[src/rtl/rsff_pkg.sv]
// rsff_pkg: state encoding, {S,R} command decode and next-state rule shared by the RS latch monitor.
package rsff_pkg;
  typedef enum logic [1:0] {UNK, Q0, Q1, BAD} state_t;
  localparam logic [1:0] CMD_HOLD   = 2'b00;
  localparam logic [1:0] CMD_RESET  = 2'b01;
  localparam logic [1:0] CMD_SET    = 2'b10;
  localparam logic [1:0] CMD_FORBID = 2'b11;
  function automatic state_t next_state(input state_t cur, input logic [1:0] cmd);
    return cmd == CMD_SET ? Q1 : cmd == CMD_RESET ? Q0 : cmd == CMD_FORBID ? BAD : cur == BAD ? UNK : cur;
  endfunction
endpackage

[src/rtl/rsff_monitor_sat_cnt.sv]
// sat_cnt: saturating event counter with synchronous clear; a clear coinciding with an event yields 1.
module sat_cnt #(
  parameter int W = 8
) (
  input  logic         clk,
  input  logic         rst_n,
  input  logic         clr,
  input  logic         inc,
  output logic [W-1:0] cnt
);
  always_ff @(posedge clk or negedge rst_n)
    if (!rst_n) cnt <= '0;
    else cnt <= clr ? W'(inc) : cnt + W'(inc && cnt != '1);
endmodule

[src/rtl/rsff_monitor.sv]
// rsff_monitor: tracks the expected state of an RS latch and flags Q/Q_B mismatches after a settle window.
// Define RSFF_MON_COV_EN to add SET_CNT/RST_CNT counters of state-changing SET/RESET commands.
module rsff_monitor
  import rsff_pkg::*;
#(
  parameter int SETTLE = 2,
  parameter int CNT_W  = 8
) (
  input  logic             CLK,
  input  logic             RST_B,
  input  logic             R,
  input  logic             S,
  input  logic             Q,
  input  logic             Q_B,
  input  logic             CLR,
  output logic             EXP_Q,
  output logic             EXP_VLD,
  output logic             ERR,
  output logic             ERR_STICKY,
  output logic [CNT_W-1:0] ERR_CNT,
  output logic             ILLEGAL
`ifdef RSFF_MON_COV_EN
  ,
  output logic [CNT_W-1:0] SET_CNT,
  output logic [CNT_W-1:0] RST_CNT
`endif
);
  localparam logic [3:0] SETTLE_V = 4'(SETTLE);
  state_t     state, nstate;
  logic [3:0] cnt, eff;
  logic [1:0] cmd;
  logic       chg, mis;
  // A state change reloads the window, so SETTLE=0 checks on the changing edge itself.
  always_comb begin
    cmd    = {S, R};
    nstate = next_state(state, cmd);
    chg    = nstate != state;
    eff    = chg ? SETTLE_V : cnt;
    mis    = eff == '0 && (nstate == UNK ? Q_B == Q : nstate != BAD && (Q != (nstate == Q1) || Q_B == Q));
  end
  always_ff @(posedge CLK or negedge RST_B)
    if (!RST_B) begin
      state      <= UNK;
      cnt        <= SETTLE_V;
      ERR        <= 1'b0;
      ILLEGAL    <= 1'b0;
      ERR_STICKY <= 1'b0;
    end else begin
      state      <= nstate;
      cnt        <= chg ? SETTLE_V : cnt - 4'(cnt != '0);
      ERR        <= mis;
      ILLEGAL    <= S & R;
      ERR_STICKY <= (ERR_STICKY & ~CLR) | mis;
    end
  assign EXP_Q   = state == Q1;
  assign EXP_VLD = state == Q0 || state == Q1;
  sat_cnt #(.W(CNT_W)) u_err_cnt (.clk(CLK), .rst_n(RST_B), .clr(CLR), .inc(mis), .cnt(ERR_CNT));
`ifdef RSFF_MON_COV_EN
  sat_cnt #(.W(CNT_W)) u_set_cnt (.clk(CLK), .rst_n(RST_B), .clr(CLR), .inc(chg && cmd == CMD_SET), .cnt(SET_CNT));
  sat_cnt #(.W(CNT_W)) u_rst_cnt (.clk(CLK), .rst_n(RST_B), .clr(CLR), .inc(chg && cmd == CMD_RESET), .cnt(RST_CNT));
`endif
endmodule

[config.mk]
export PLATFORM = sky130hd
export DESIGN_NAME = rsff_monitor
export DESIGN_NICKNAME = d
export VERILOG_FILES = /design/src/rtl/rsff_pkg.sv /design/src/rtl/rsff_monitor_sat_cnt.sv /design/src/rtl/rsff_monitor.sv
export SDC_FILE = /design/constraint.sdc
export NUM_CORES = 1
export LEC_CHECK = 0
export BUFFER_PORTS_ARGS = -buffer_cell sky130_fd_sc_hd__buf_2
export CORE_MARGIN = 1
export CORE_UTILIZATION = 55
export DETAILED_ROUTE_END_ITERATION = 6
export HOLD_SLACK_MARGIN = 0.1
export PLACE_DENSITY = 0.79
export SYNTH_ARGS = -nofsm -noshare
export SYNTH_HDL_FRONTEND = slang
export SYNTH_SLANG_ARGS = --single-unit
[constraint.sdc]
create_clock -name CLK -period 6.23 [get_ports CLK]
set_clock_uncertainty 0.05 [all_clocks]
set_input_delay 0.623 -clock CLK [delete_from_list [all_inputs] [get_ports CLK]]
set_output_delay 0.623 -clock CLK [all_outputs]
set_load 0.05 [all_outputs]
======== Word-level counts from Yosys, hierarchy flattened ========
Cells that the tools add are included.
cells by class
  reductions and logical operators ........ 8
  bitwise gates (word level) .............. 4
  add/sub/neg operators ................... 2
  eq/ne operators ......................... 12
  muxes and demuxes ....................... 8
operators by type and width
  kind                  number
  $eq A2 B2 Y1 const B  5
  $add A8 B1 Y8         1
  $mux W2               4
  $mux W4               2
  $mux W8               1
  $ne A8 B8 Y1 const B  1
  $eq A2 B1 Y1 const B  2
  $logic_not A4 Y1      1
  $reduce_bool A4 Y1    1
  $sub A4 B1 Y4         1
  $logic_and A1 B1 Y1   3
  $and A1 B1 Y1         2
  $logic_not A2 Y1      1
  $logic_or A1 B1 Y1    2
  $ne A2 B2 Y1          1
  $ne A2 B2 Y1 const B  1
  $eq A1 B1 Y1          1
  $mux W1               1
  $ne A1 B1 Y1          1
  $not A1 Y1            1
  $or A1 B1 Y1          1
word-level totals
  register bits ........................... 17
  output and inout bits ................... 13

======== Depth between registers and ports, before layout ========
Gate-level depths: netlist (run 1).
  word-level depth ........................ 14
  mapped depth ............................ 11
  gate-level depth less buffers ........... 11

======== Modules after synthesis ========
A second synthesis (run 1) with hierarchy kept.
unflattened totals
  cell total of the unflattened synthesis .. 91
  area total of the unflattened synthesis .. 922.1 um^2
modules (own cells, without submodules)
  module        area each (um^2)  seq. area each (um^2)  cells an instance  instances
  rsff_monitor  535.5             226.5                  54                 1
  sat_cnt       386.6             200.2                  37                 1

======== Worst setup path after synthesis (run 1) ========
Ideal clock, no wire load.
  path type ............................... register to register
  start ................................... register state[1]
  end ..................................... register u_err_cnt.cnt[7]
  clock period less this slack ............ 2.833 ns
  arrival ................................. 2.705 ns
  path buffers ............................ 0
  cell stages (with the launch flop) ...... 10
  setup time .............................. 0.078 ns
  slack ................................... 3.397 ns
  data required time ...................... 6.102 ns
  path through ............................ dfrtp_1 > ha_1 > or3_4 > a221oi_2 > o22ai_2 > nor3_1 > ha_1 > nand3_1 > or3_1 > a21oi_1
between the ends
  longest elaborated chain between the ends .. 14
  elaborated cells between the ends (all ways) .. 19
  those cells by class .................... add/sub (1); eq/ne (5); mux (7); reduce/logical (6)
ends and longest elaborated chain
  element                   line                        RTL
  start: declaration        rsff_monitor.sv:29          state_t state, nstate;
  start signal: assignment  rsff_monitor.sv:49          state <= nstate;
  $eq A2 B2 Y1              rsff_pkg.sv:9               return cmd == CMD_SET ? Q1 : cmd == CMD_RESET ? Q0 : cmd == CMD_FORBID ? BAD : cur == BAD ? UNK : cur;
  $mux W2 (4 in a row)      rsff_pkg.sv:9
  $eq A2 B2 Y1              rsff_monitor.sv:39          mis = eff == '0 && (nstate == UNK ? Q_B == Q : nstate != BAD && (Q != (nstate == Q1) || Q_B == Q));
  $ne A1 B1 Y1              rsff_monitor.sv:39
  $logic_or A1 B1 Y1        rsff_monitor.sv:39
  $logic_and A1 B1 Y1       rsff_monitor.sv:39
  $mux W1                   rsff_monitor.sv:39
  $logic_and A1 B1 Y1 *     rsff_monitor.sv:39
  $logic_and A1 B1 Y1 *     rsff_monitor_sat_cnt.sv:13  else cnt <= clr ? W'(inc) : cnt + W'(inc && cnt != '1);
  $add A8 B1 Y8 *           rsff_monitor_sat_cnt.sv:13
  $mux W8 *                 rsff_monitor_sat_cnt.sv:13
  end signal: assignment    rsff_monitor_sat_cnt.sv:13
  end: declaration          rsff_monitor_sat_cnt.sv:9   output logic [W-1:0] cnt
Every way passes the cells marked *; elsewhere a longest branch is shown, timed or not.

======== Worst setup path in the final report (run 1) ========
Ends and elaborated chain as after synthesis.

==> results of run 1 <==
[path summary, 6_finish.rpt]
| path | startpoint | end | slack, ps | cells past startpoint |
|---|---|---|---|---|
| max in group asynchronous | RST_B | cnt[1] | 5640 | 1 |
| min | RST_B | u_err_cnt.cnt[3] | 190 | 1 |
| min in group CLK | ERR_STICKY | ERR_STICKY | 450 | 1 |
| max | state[1] | u_err_cnt.cnt[7] | 3420 | 9 |
| min reg2reg | ERR_STICKY | ERR_STICKY | 450 | 1 |
| max reg2reg | state[1] | u_err_cnt.cnt[7] | 3420 | 9 |
[metal layers]
layer / part of all wire [%] / vias to the layer above / track usage [%]
li1: - / 356 / -
met1: 50 / 336 / 28.0
met2: 46 / 17 / 33.6
met3: 3.1 / 2 / 2.55
met4: 0.78 / 0 / 6.25
met5: 0 / - / 0
[worst register-to-register path, stage by stage, from the launching register on]
cell and delay, ps:
dfrtp_1 470, ha_1 290, or3_4 390, a221oi_2 240, o22ai_2 180, nor3_1 220, ha_1 210, nand3_1 180
or3_1 380, a21oi_1 140
[cells by family (layout without fill, tap and decap cells)]
group           count (synthesis)  in the layout  share of synthesized area, %
compound gates                 15             15                          12.6
buf+inv                        12             33                          5.73
fa+ha+maj                       6              6                          8.19
simple gates                   36             36                          20.3
xor+xnor                        7              7                          6.68
flops                          17             17                          46.5
[cells in the mapped netlist, drive strengths merged (2+ instances only)]
| cell type | count |
|---|---|
| nor2 | 10 |
| xor2 | 5 |
| a21oi | 3 |
| nand3 | 3 |
| ha | 6 |
| nor3 | 2 |
| o21ai | 4 |
| nand2b | 2 |
| dfrtp | 16 |
| nor2b | 3 |
| inv | 10 |
| xnor2 | 2 |
| o22ai | 2 |
| nand2 | 6 |
| or3 | 3 |
[flip-flops by register name, indices dropped and copies added (netlist names)]
name           cells
state              2
ERR_STICKY         1
ILLEGAL            1
ERR                1
cnt                4
u_err_cnt.cnt      8
[power groups by stage]
stage	logic, µW	registers (µW)	clock network [µW]
after floorplan	54.6	149	0
after global placement	81.2	138	0
after detailed placement	83.9	139	0
after CTS	84.6	137	58.0
after global routing	95.7	139	62.5
final	83.3	137	56.8
[area by class of cell]
cell class | count | share of cell area, %
clock buffer | 4 | 2.52
inverter | 10 | 3.60
multi-input combinational | 64 | 42.0
sequential | 17 | 40.9
tap | 16 | 1.92
timing repair buffer | 19 | 9.11
[metrics by stage]
step	total power (µW)	hold slack, ps	cells	util, %	cell area, µm²
2_1_floorplan	203	277	93	-	917
3_3_place_gp	219	437	126	66.7	1020
3_5_place_dp	223	418	126	66.7	1020
4_1_cts	280	200	130	68.5	1040
5_1_grt	297	215	130	68.5	1040
6_report	277	188	130	68.5	1040
==> reports/qor.txt, run 1 <==
status - finished clean
die width - 42.8 µm
slowest CP cell - dfrtp_1
CP bufs+invs - 0
Area Overhead vs Synth - 13.8%
Synth area leader - dfrtp_1
max incr delay on CP - 470 ps
async set-reset flop share out of synthesis - 100%
Core Area - 1520 µm²
Mapped Cells - 93
CP startpoint kind - flip-flop
die area - 1830 µm²
logic gate share of total power - 30.1%
commonest non-fill, non-tap cell in the layout - buf_2
switching power of the nets - 94.4 µW
pins over their slew limit - 0
CTS tree - yes
Slew HR - 71.6%
commonest non-fill, non-tap cells in the layout - buf_2, dfrtp_1, inv_1, nor2_1
multi-input logic area - 438 µm²
vias in the first global route - 692
largest net degree at the start of global routing - 18
Reg clk slew, reported paths - 90 ps
Sequential Area - 427 µm²
share of the synthesized area in the top cell type - 43.7%
FILL cells - 134
cts repair resizes - 0
deepest clock path buffer count - 2
first-pass GRT wire length - 2860 µm
gr usage total - 20.4%
P_leak - 0.000543 µW
cts bufs inserted - 3
crit path time final - 2810 ps
Root Buffer - clkbuf_4
IO Port Bufs - 19
final WL - 1550 µm
Clock Power Share - 20.5%
WS Path Type - flip-flop to flip-flop
register bit count reported by yosys - 17
IO Count - 20
pwr dens - 265 nW/µm²
RSZ-0062 raised after global routing - no
Final setup viols - 0
grt ovf - 0
CP Max Fanout - 8
setup TNS - 0 ps
# diodes - 0
Max Freq - 0.356 GHz
Syn Nets - 106
cts hold-fix bufs - 0
sequential share of the synthesized area - 46.5%
Final #Nets - 128
vias - 711
DRC Markers - 0
delay-heaviest family, CP - simple AND/OR/NAND/NOR gates
main flop type after synthesis - dfrtp_1
Starting Density - 60.2%
Synthesis Warnings - 0
Reg power frac - 49.4%
gpl congestion - 0.848
Hold Path Class - input port to async pin
setup slack at placement - 3390 ps
antenna violations before repair - 0
Synth cell types - 33
critical path cell sequence - ha_1 -> or3_4 -> a221oi_2 -> o22ai_2 -> nor3_1 -> ha_1 -> nand3_1 -> or3_1 -> a21oi_1
Worst-Skew Late Latency - 280 ps
via density per instance - 5.47
crit share post-route - 45.0%
HPWL after DPL - 1190 µm
Die Ht - 42.8 µm
Worst-Margin Slew - 426 ps
initial DRC count - 8
row cnt - 14
layout cells sized above 1 - 24.6%
synthesized cell area - 917 µm²
max capacitance violation total - 0
# Post-CTS Setup Buffers - 0
Pre-antenna DRT Iters - 4
Sw Ratio - 34.1%
Syn Area/Cell - 9.86 µm²
number of flops mapped to enable cells by yosys - 0
post-detailed-route wirelength per cell - 11.9 µm
Clock Sink Count - 17
remaining antenna violation count - 0
final worst slack - 3420 ps
VDD IR-drop max - 0.234 mV
CP Capture Type - flip-flop
Internal Pwr Total - 182 µW
cell seen most often among critical-path stages - ha_1
Worst EP required - 6400 ps
top cells by area, synth - dfrtp_1, ha_1, xor2_1, inv_1, nor2_1
endpoints failing hold - 0
H-tree depth - 1
Worst EP arrival - 2970 ps
No activity file was read; power rests on OpenSTA's default activity.
==> inputs of run 2 (changes only) <==
Settings changed: CORE_UTILIZATION 55 to 47, PLACE_DENSITY 0.79 to 0.71.
Clock period 6.23 ns to 2.55 ns, I/O delays scaled along.
==> run 2 against run 1 <==
Effect of this change: sequential power is 140% higher; critical path type unchanged; highest routed layer unchanged; global-route usage is 0.89 points lower; routed wire length is 18% higher; maximum frequency is 14% higher; non-clock buffer count is 5 higher; combinational power grew to 2.7 times the previous value; design area is 10% higher; largest power group unchanged; via count is 4.1% higher; count of clock-buffer cells in the layout stayed put.
==> reports/qor.txt, run 2 (same netlist as run 1, synthesis figures left out) <==
final WL - 1830 µm (+18%)
Starting Density - 51.4% (-8.7 points)
critical path cell sequence - inv_2 -> ha_4 -> or3_4 -> a221oi_2 -> o22ai_2 -> nor3_2 -> ha_2 -> nand3_4 -> or3_4 -> a21oi_2
Hold WS - 151 ps (-37.5 ps)
max incr delay on CP - 430 ps (-40 ps)
Sw Ratio - 34.9% (+0.82 points)
CP Max Fanout - 7 (-1)
H-tree depth - 1 (unchanged)
largest net degree at the start of global routing - 18 (unchanged)
IO Count - 20 (unchanged)
Internal Pwr Total - 460 µW (+150%)
global route hottest layer - met2
CP startpoint kind - flip-flop
Pre-antenna DRT Iters - 4 (unchanged)
grt ovf - 0 (unchanged)
commonest non-fill, non-tap cells in the layout - buf_2, dfrtp_1, nor2_1
CP Capture Type - flip-flop
FILL cells - 152 (+13%)
grt met1 use - 23.0% (-5.0 points)
Final #Nets - 133 (+3.9%)
status - finished clean
setup TNS - 0 ps (unchanged)
multi-input logic area - 492 µm² (+12%)
endpoints failing hold - 0 (unchanged)
Final setup viols - 0 (unchanged)
placed cell count - 137 (+8.7%)
Worst-Skew Late Latency - 290 ps (about the same)
via density per instance - 5.14 (-6.0%)
Finished Core Util - 64.5% (-4.0 points)
Reg power frac - 47.1% (-2.3 points)
layout cells sized above 1 - 34.5% (+9.9 points)
WS Path Type - flip-flop to flip-flop
first-pass GRT wire length - 2770 µm (-2.9%)
delay-heaviest family, CP - simple AND/OR/NAND/NOR gates
logic gate share of total power - 31.6% (+1.5 points)
RSZ-0062 raised after global routing - yes
slowest CP cell - dfrtp_1
die area - 2130 µm² (+16%)
remaining antenna violation count - 0 (unchanged)
IO Port Bufs - 19 (unchanged)
top flop regs - u_err_cnt.cnt: 8 flops, cnt: 4 flops, state: 2 flops
gr usage total - 19.5% (-0.89 points)
vias - 740 (+4.1%)
VDD IR-drop max - 0.377 mV (+61%)
crit path time final - 2470 ps (-339 ps)
switching power of the nets - 247 µW (+160%)
crit share post-route - 96.8% (+52 points)
commonest non-fill, non-tap cell in the layout - buf_2
cts bufs inserted - 3 (unchanged)
Clock Power Share - 21.3% (+0.8 points)
Clock Sink Count - 17 (unchanged)
pins over their slew limit - 0 (unchanged)
Top reg by flops - u_err_cnt.cnt
initial DRC count - 18 (+10)
Max Freq - 0.405 GHz (+14%)
met3 Usage GRT - 3.53% (+0.98 points)
Worst EP arrival - 2650 ps (-320 ps)
gpl congestion - 0.785 (-7.4%)
Reg clk slew, reported paths - 100 ps (about the same)
Final Power - 707 µW (+160%)
post-detailed-route wirelength per cell - 12.7 µm (+6.9%)
Finished Layout Cells - 144 (+11%)
DRC Markers - 0 (unchanged)
Die Ht - 46.2 µm (+7.8%)
Slew HR - 73.8% (+2.2 points)
Worst-Margin Slew - 393 ps (-32.3 ps)
Hold Path Class - input port to flip-flop
Root Buffer - clkbuf_4
Sequential Area - 428 µm² (+0.29%)
antenna violations before repair - 0 (unchanged)
P_leak - 0.000560 µW (+3.1%)
cell seen most often among critical-path stages - or3_4
die width - 46.2 µm (+7.8%)
# diodes - 0 (unchanged)
CP bufs+invs - 1 (+1)
max reg flops - 8 (unchanged)
row cnt - 15 (+1)
Worst EP required - 2730 ps (-3670 ps)
Core Area - 1780 µm² (+17%)
vias in the first global route - 660 (-4.6%)
max capacitance violation total - 0 (unchanged)
pwr dens - 614 nW/µm² (+130%)
deepest clock path buffer count - 2 (unchanged)
GRT met2 Usage - 31.0% (-2.7 points)
HPWL after DPL - 1280 µm (+7.7%)
CTS tree - yes
Area Overhead vs Synth - 25.4%
[run 2: changes by cell type in the layout (fill, tap and decap cells not counted), sizes merged]
cell,delta
buf,+4
dlygate4sd3,+1
[run 2: area by class of cell]
cell class	instances	area share [%]
clock buffers	4	2.29
well taps	25	2.72
inverters	10	3.26
repair buffers	24	11.8
multi-input cells	64	42.8
flip-flops and latches	17	37.2
[run 2: worst paths after layout]
check,end,cells after the start,slack [ps],startpoint
setup / recovery,u_err_cnt.cnt[5],10,80,state[0]
hold / removal,u_err_cnt.cnt[5],2,150,CLR
setup reg to reg,u_err_cnt.cnt[5],10,80,state[0]
hold reg to reg,ERR_STICKY,1,450,ERR_STICKY
max in group asynchronous,cnt[1],2,1780,RST_B
min in group asynchronous,ILLEGAL,2,350,RST_B
[run 2: layer usage]
layer  wire, µm  vias to the layer above
met5          0                        -
met4         54                        0
met3         69                        7
met2        883                       25
met1        821                      342
li1           -                      366
[run 2: what timing repair did]
action	CTS	global route
buffers inserted	0	2
setup endpoints to repair	0	4
hold endpoints to repair	16	0
resized for setup	0	7
hold buffers	1	0
[run 2: power by group through the flow]
stage,registers [µW],clock network (µW),logic [µW]
finish,333,151,223
CTS,334,153,219
floorplan,364,0,136
global route,336,164,247
global placement,338,0,211
detailed placement,340,0,215
[run 2: worst reg2reg max path: stages (launching register included)]
cell and delay (ps):
dfrtp_1 430, inv_2 60, ha_4 180, or3_4 360, a221oi_2 240, o22ai_2 120, nor3_2 120, ha_2 250
nand3_4 110, or3_4 350, a21oi_2 130
[run 2: stage by stage]
step           setup WS, ps  area (µm²)
3_5_place_dp           41.4        1060
4_1_cts                13.9        1100
6_report               82.8        1150
5_1_grt               -11.0        1150
2_1_floorplan          19.6         938
3_3_place_gp           93.0        1060
==> inputs of run 3 (changes only) <==
Settings changed: CORE_MARGIN 1 to 5.
==> run 3 against run 2 <==
Effect of this change: global-route usage is 4.0 points lower; power is 0.49% lower; routed wire length is 3.0% higher; count of clock-buffer cells in the layout stayed put; first-iteration DRC count is 61% lower; design area is 1.3% higher; critical endpoint is now u_err_cnt.cnt[7]; largest power group unchanged.
==> reports/qor.txt, run 3 (same netlist as run 1, synthesis figures left out) <==
status - finished clean
gpl congestion - 0.788 (+0.37%)
endpoints failing hold - 0 (unchanged)
Max Freq - 0.400 GHz (-1.3%)
cts bufs inserted - 3 (unchanged)
worst reg2reg startpoint - state[1]
CP Max Fanout - 7 (unchanged)
switching power of the nets - 240 µW (-2.9%)
IO Port Bufs - 19 (unchanged)
Slew HR - 71.0% (-2.8 points)
layout cells sized above 1 - 35.2% (+0.79 points)
Hold Startpoint - CLR
initial DRC count - 7 (-11)
Register-to-Register Path Depth - 9 (-1)
worst hold path endpoint - u_err_cnt.cnt[7]
hold depth - 2 (unchanged)
Worst EP required - 2720 ps (about the same)
commonest non-fill, non-tap cell in the layout - buf_2
Design Area, Final - 1160 µm² (+1.3%)
IO Count - 20 (unchanged)
Pre-antenna DRT Iters - 4 (unchanged)
grt ovf - 0 (unchanged)
Sw Ratio - 34.1% (-0.85 points)
P_leak - 0.000576 µW (+2.8%)
Clock Sink Count - 17 (unchanged)
deepest clock path buffer count - 2 (unchanged)
# diodes - 0 (unchanged)
VDD IR-drop max - 0.397 mV (+5.3%)
Starting Density - 48.2% (-3.2 points)
vias - 741 (+0.14%)
Worst EP arrival - 2660 ps (about the same)
Hold Path Class - input port to flip-flop
FF-to-FF setup slack - 50 ps (-30 ps)
FILL cells - 163 (+7.2%)
origin of the worst setup path - state[1]
post-detailed-route wirelength per cell - 12.6 µm (-0.45%)
die width - 54.2 µm (+17%)
multi-input logic area - 482 µm² (-2.0%)
Worst-Margin Slew - 431 ps (+38.1 ps)
reg-to-reg endpoint - u_err_cnt.cnt[7]
CTS tree - yes
CP startpoint kind - flip-flop
die area - 2930 µm² (+38%)
commonest non-fill, non-tap cells in the layout - buf_2, dfrtp_1, inv_1, nor2_1, buf_4
max reg flops - 8 (unchanged)
Final #Nets - 136 (+2.3%)
antenna violations before repair - 0 (unchanged)
gr usage total - 15.5% (-4.0 points)
Reg clk slew, reported paths - 90 ps (about the same)
logic gate share of total power - 33.1% (+1.5 points)
Internal Pwr Total - 463 µW (+0.81%)
Clock Power Share - 19.8% (-1.5 points)
pins over their slew limit - 0 (unchanged)
pwr dens - 604 nW/µm² (-1.8%)
Sequential Area - 428 µm² (unchanged)
placed cell area - 1070 µm² (+0.23%)
top flop regs - u_err_cnt.cnt: 8 flops, cnt: 4 flops, state: 2 flops
row cnt - 16 (+1)
CP Capture Type - flip-flop
Core Area - 1900 µm² (+6.7%)
vias in the first global route - 761 (+15%)
crit share post-route - 98.0% (+1.2 points)
Worst-Skew Late Latency - 280 ps (about the same)
remaining antenna violation count - 0 (unchanged)
Top reg by flops - u_err_cnt.cnt
Die Ht - 54.2 µm (+17%)
Area Overhead vs Synth - 27.0%
via density per instance - 4.97 (-3.2%)
crit path time final - 2500 ps (+31.6 ps)
Final Power - 703 µW (-0.49%)
DRC Markers - 0 (unchanged)
setup slack at placement - 32.7 ps (-8.69 ps)
final worst slack - 51.2 ps (-31.6 ps)
max capacitance violation total - 0 (unchanged)
RSZ-0062 raised after global routing - yes
final WL - 1880 µm (+3.0%)
largest net degree at the start of global routing - 18 (unchanged)
HPWL after DPL - 1310 µm (+1.9%)
Reg power frac - 47.2% (about the same)
H-tree depth - 1 (unchanged)
Root Buffer - clkbuf_4
first-pass GRT wire length - 3210 µm (+16%)
Final setup viols - 0 (unchanged)
WS Path Type - flip-flop to flip-flop
-- run 3: stage by stage --
stage	utilization [%]	cells	TNS, ps	hold WS [ps]
6_report	61.3	149	0	168
5_1_grt	61.3	149	-291	162
4_1_cts	58.0	144	0	173
3_5_place_dp	56.1	139	0	147
3_3_place_gp	56.1	139	0	144
2_1_floorplan	-	93	0	-90.6
-- run 3: critical path, stage by stage (launching register included) --
cell and delay (ps):
dfrtp_2 470, ha_4 200, or3_4 360, a221oi_2 270, o22ai_2 140, nor3_2 130, ha_2 230, nand3_4 100
or3_4 340, a21oi_2 140
-- run 3: worst max-delay path by stage --
stage	endpoint	slack [ps]	cells after the start
finish	u_err_cnt.cnt[7]	50	9
CTS	u_err_cnt.cnt[5]	4	9
floorplan	u_err_cnt.cnt[7]	20	9
detailed placement	u_err_cnt.cnt[7]	30	9
global route	u_err_cnt.cnt[6]	-90	10
global placement	u_err_cnt.cnt[5]	80	9
-- run 3: final cells by class --
cell class                      instances  share of cell area (%)
Timing Repair Buffer                   27                    13.5
Tap cell                               27                    2.90
Sequential cell                        17                    36.7
Clock buffer                            4                    2.26
Inverter                               10                    3.22
Multi-Input combinational cell         64                    41.4
-- run 3: what timing repair did --
| item | CTS | global route |
|---|---|---|
| hold buffers | 1 | 0 |
| setup buffers | 0 | 5 |
| hold endpoints to repair | 16 | 0 |
| setup endpoints to repair | 0 | 4 |
| gates resized for setup | 0 | 5 |
-- run 3: metal layers --
metal,up-vias,global-route usage [%],part of all wire [%]
met3,2,2.49,4.4
met5,-,0,0
met4,0,7.47,1.2
met2,14,25.5,50
met1,352,19.6,44
li1,373,-,-
-- run 3: power groups by stage --
stage          combinational, µW  sequential [µW]  clock (µW)
6_report                     232              332         139
5_1_grt                      269              338         156
4_1_cts                      224              334         141
3_5_place_dp                 222              339           0
3_3_place_gp                 214              338           0
2_1_floorplan                136              364           0
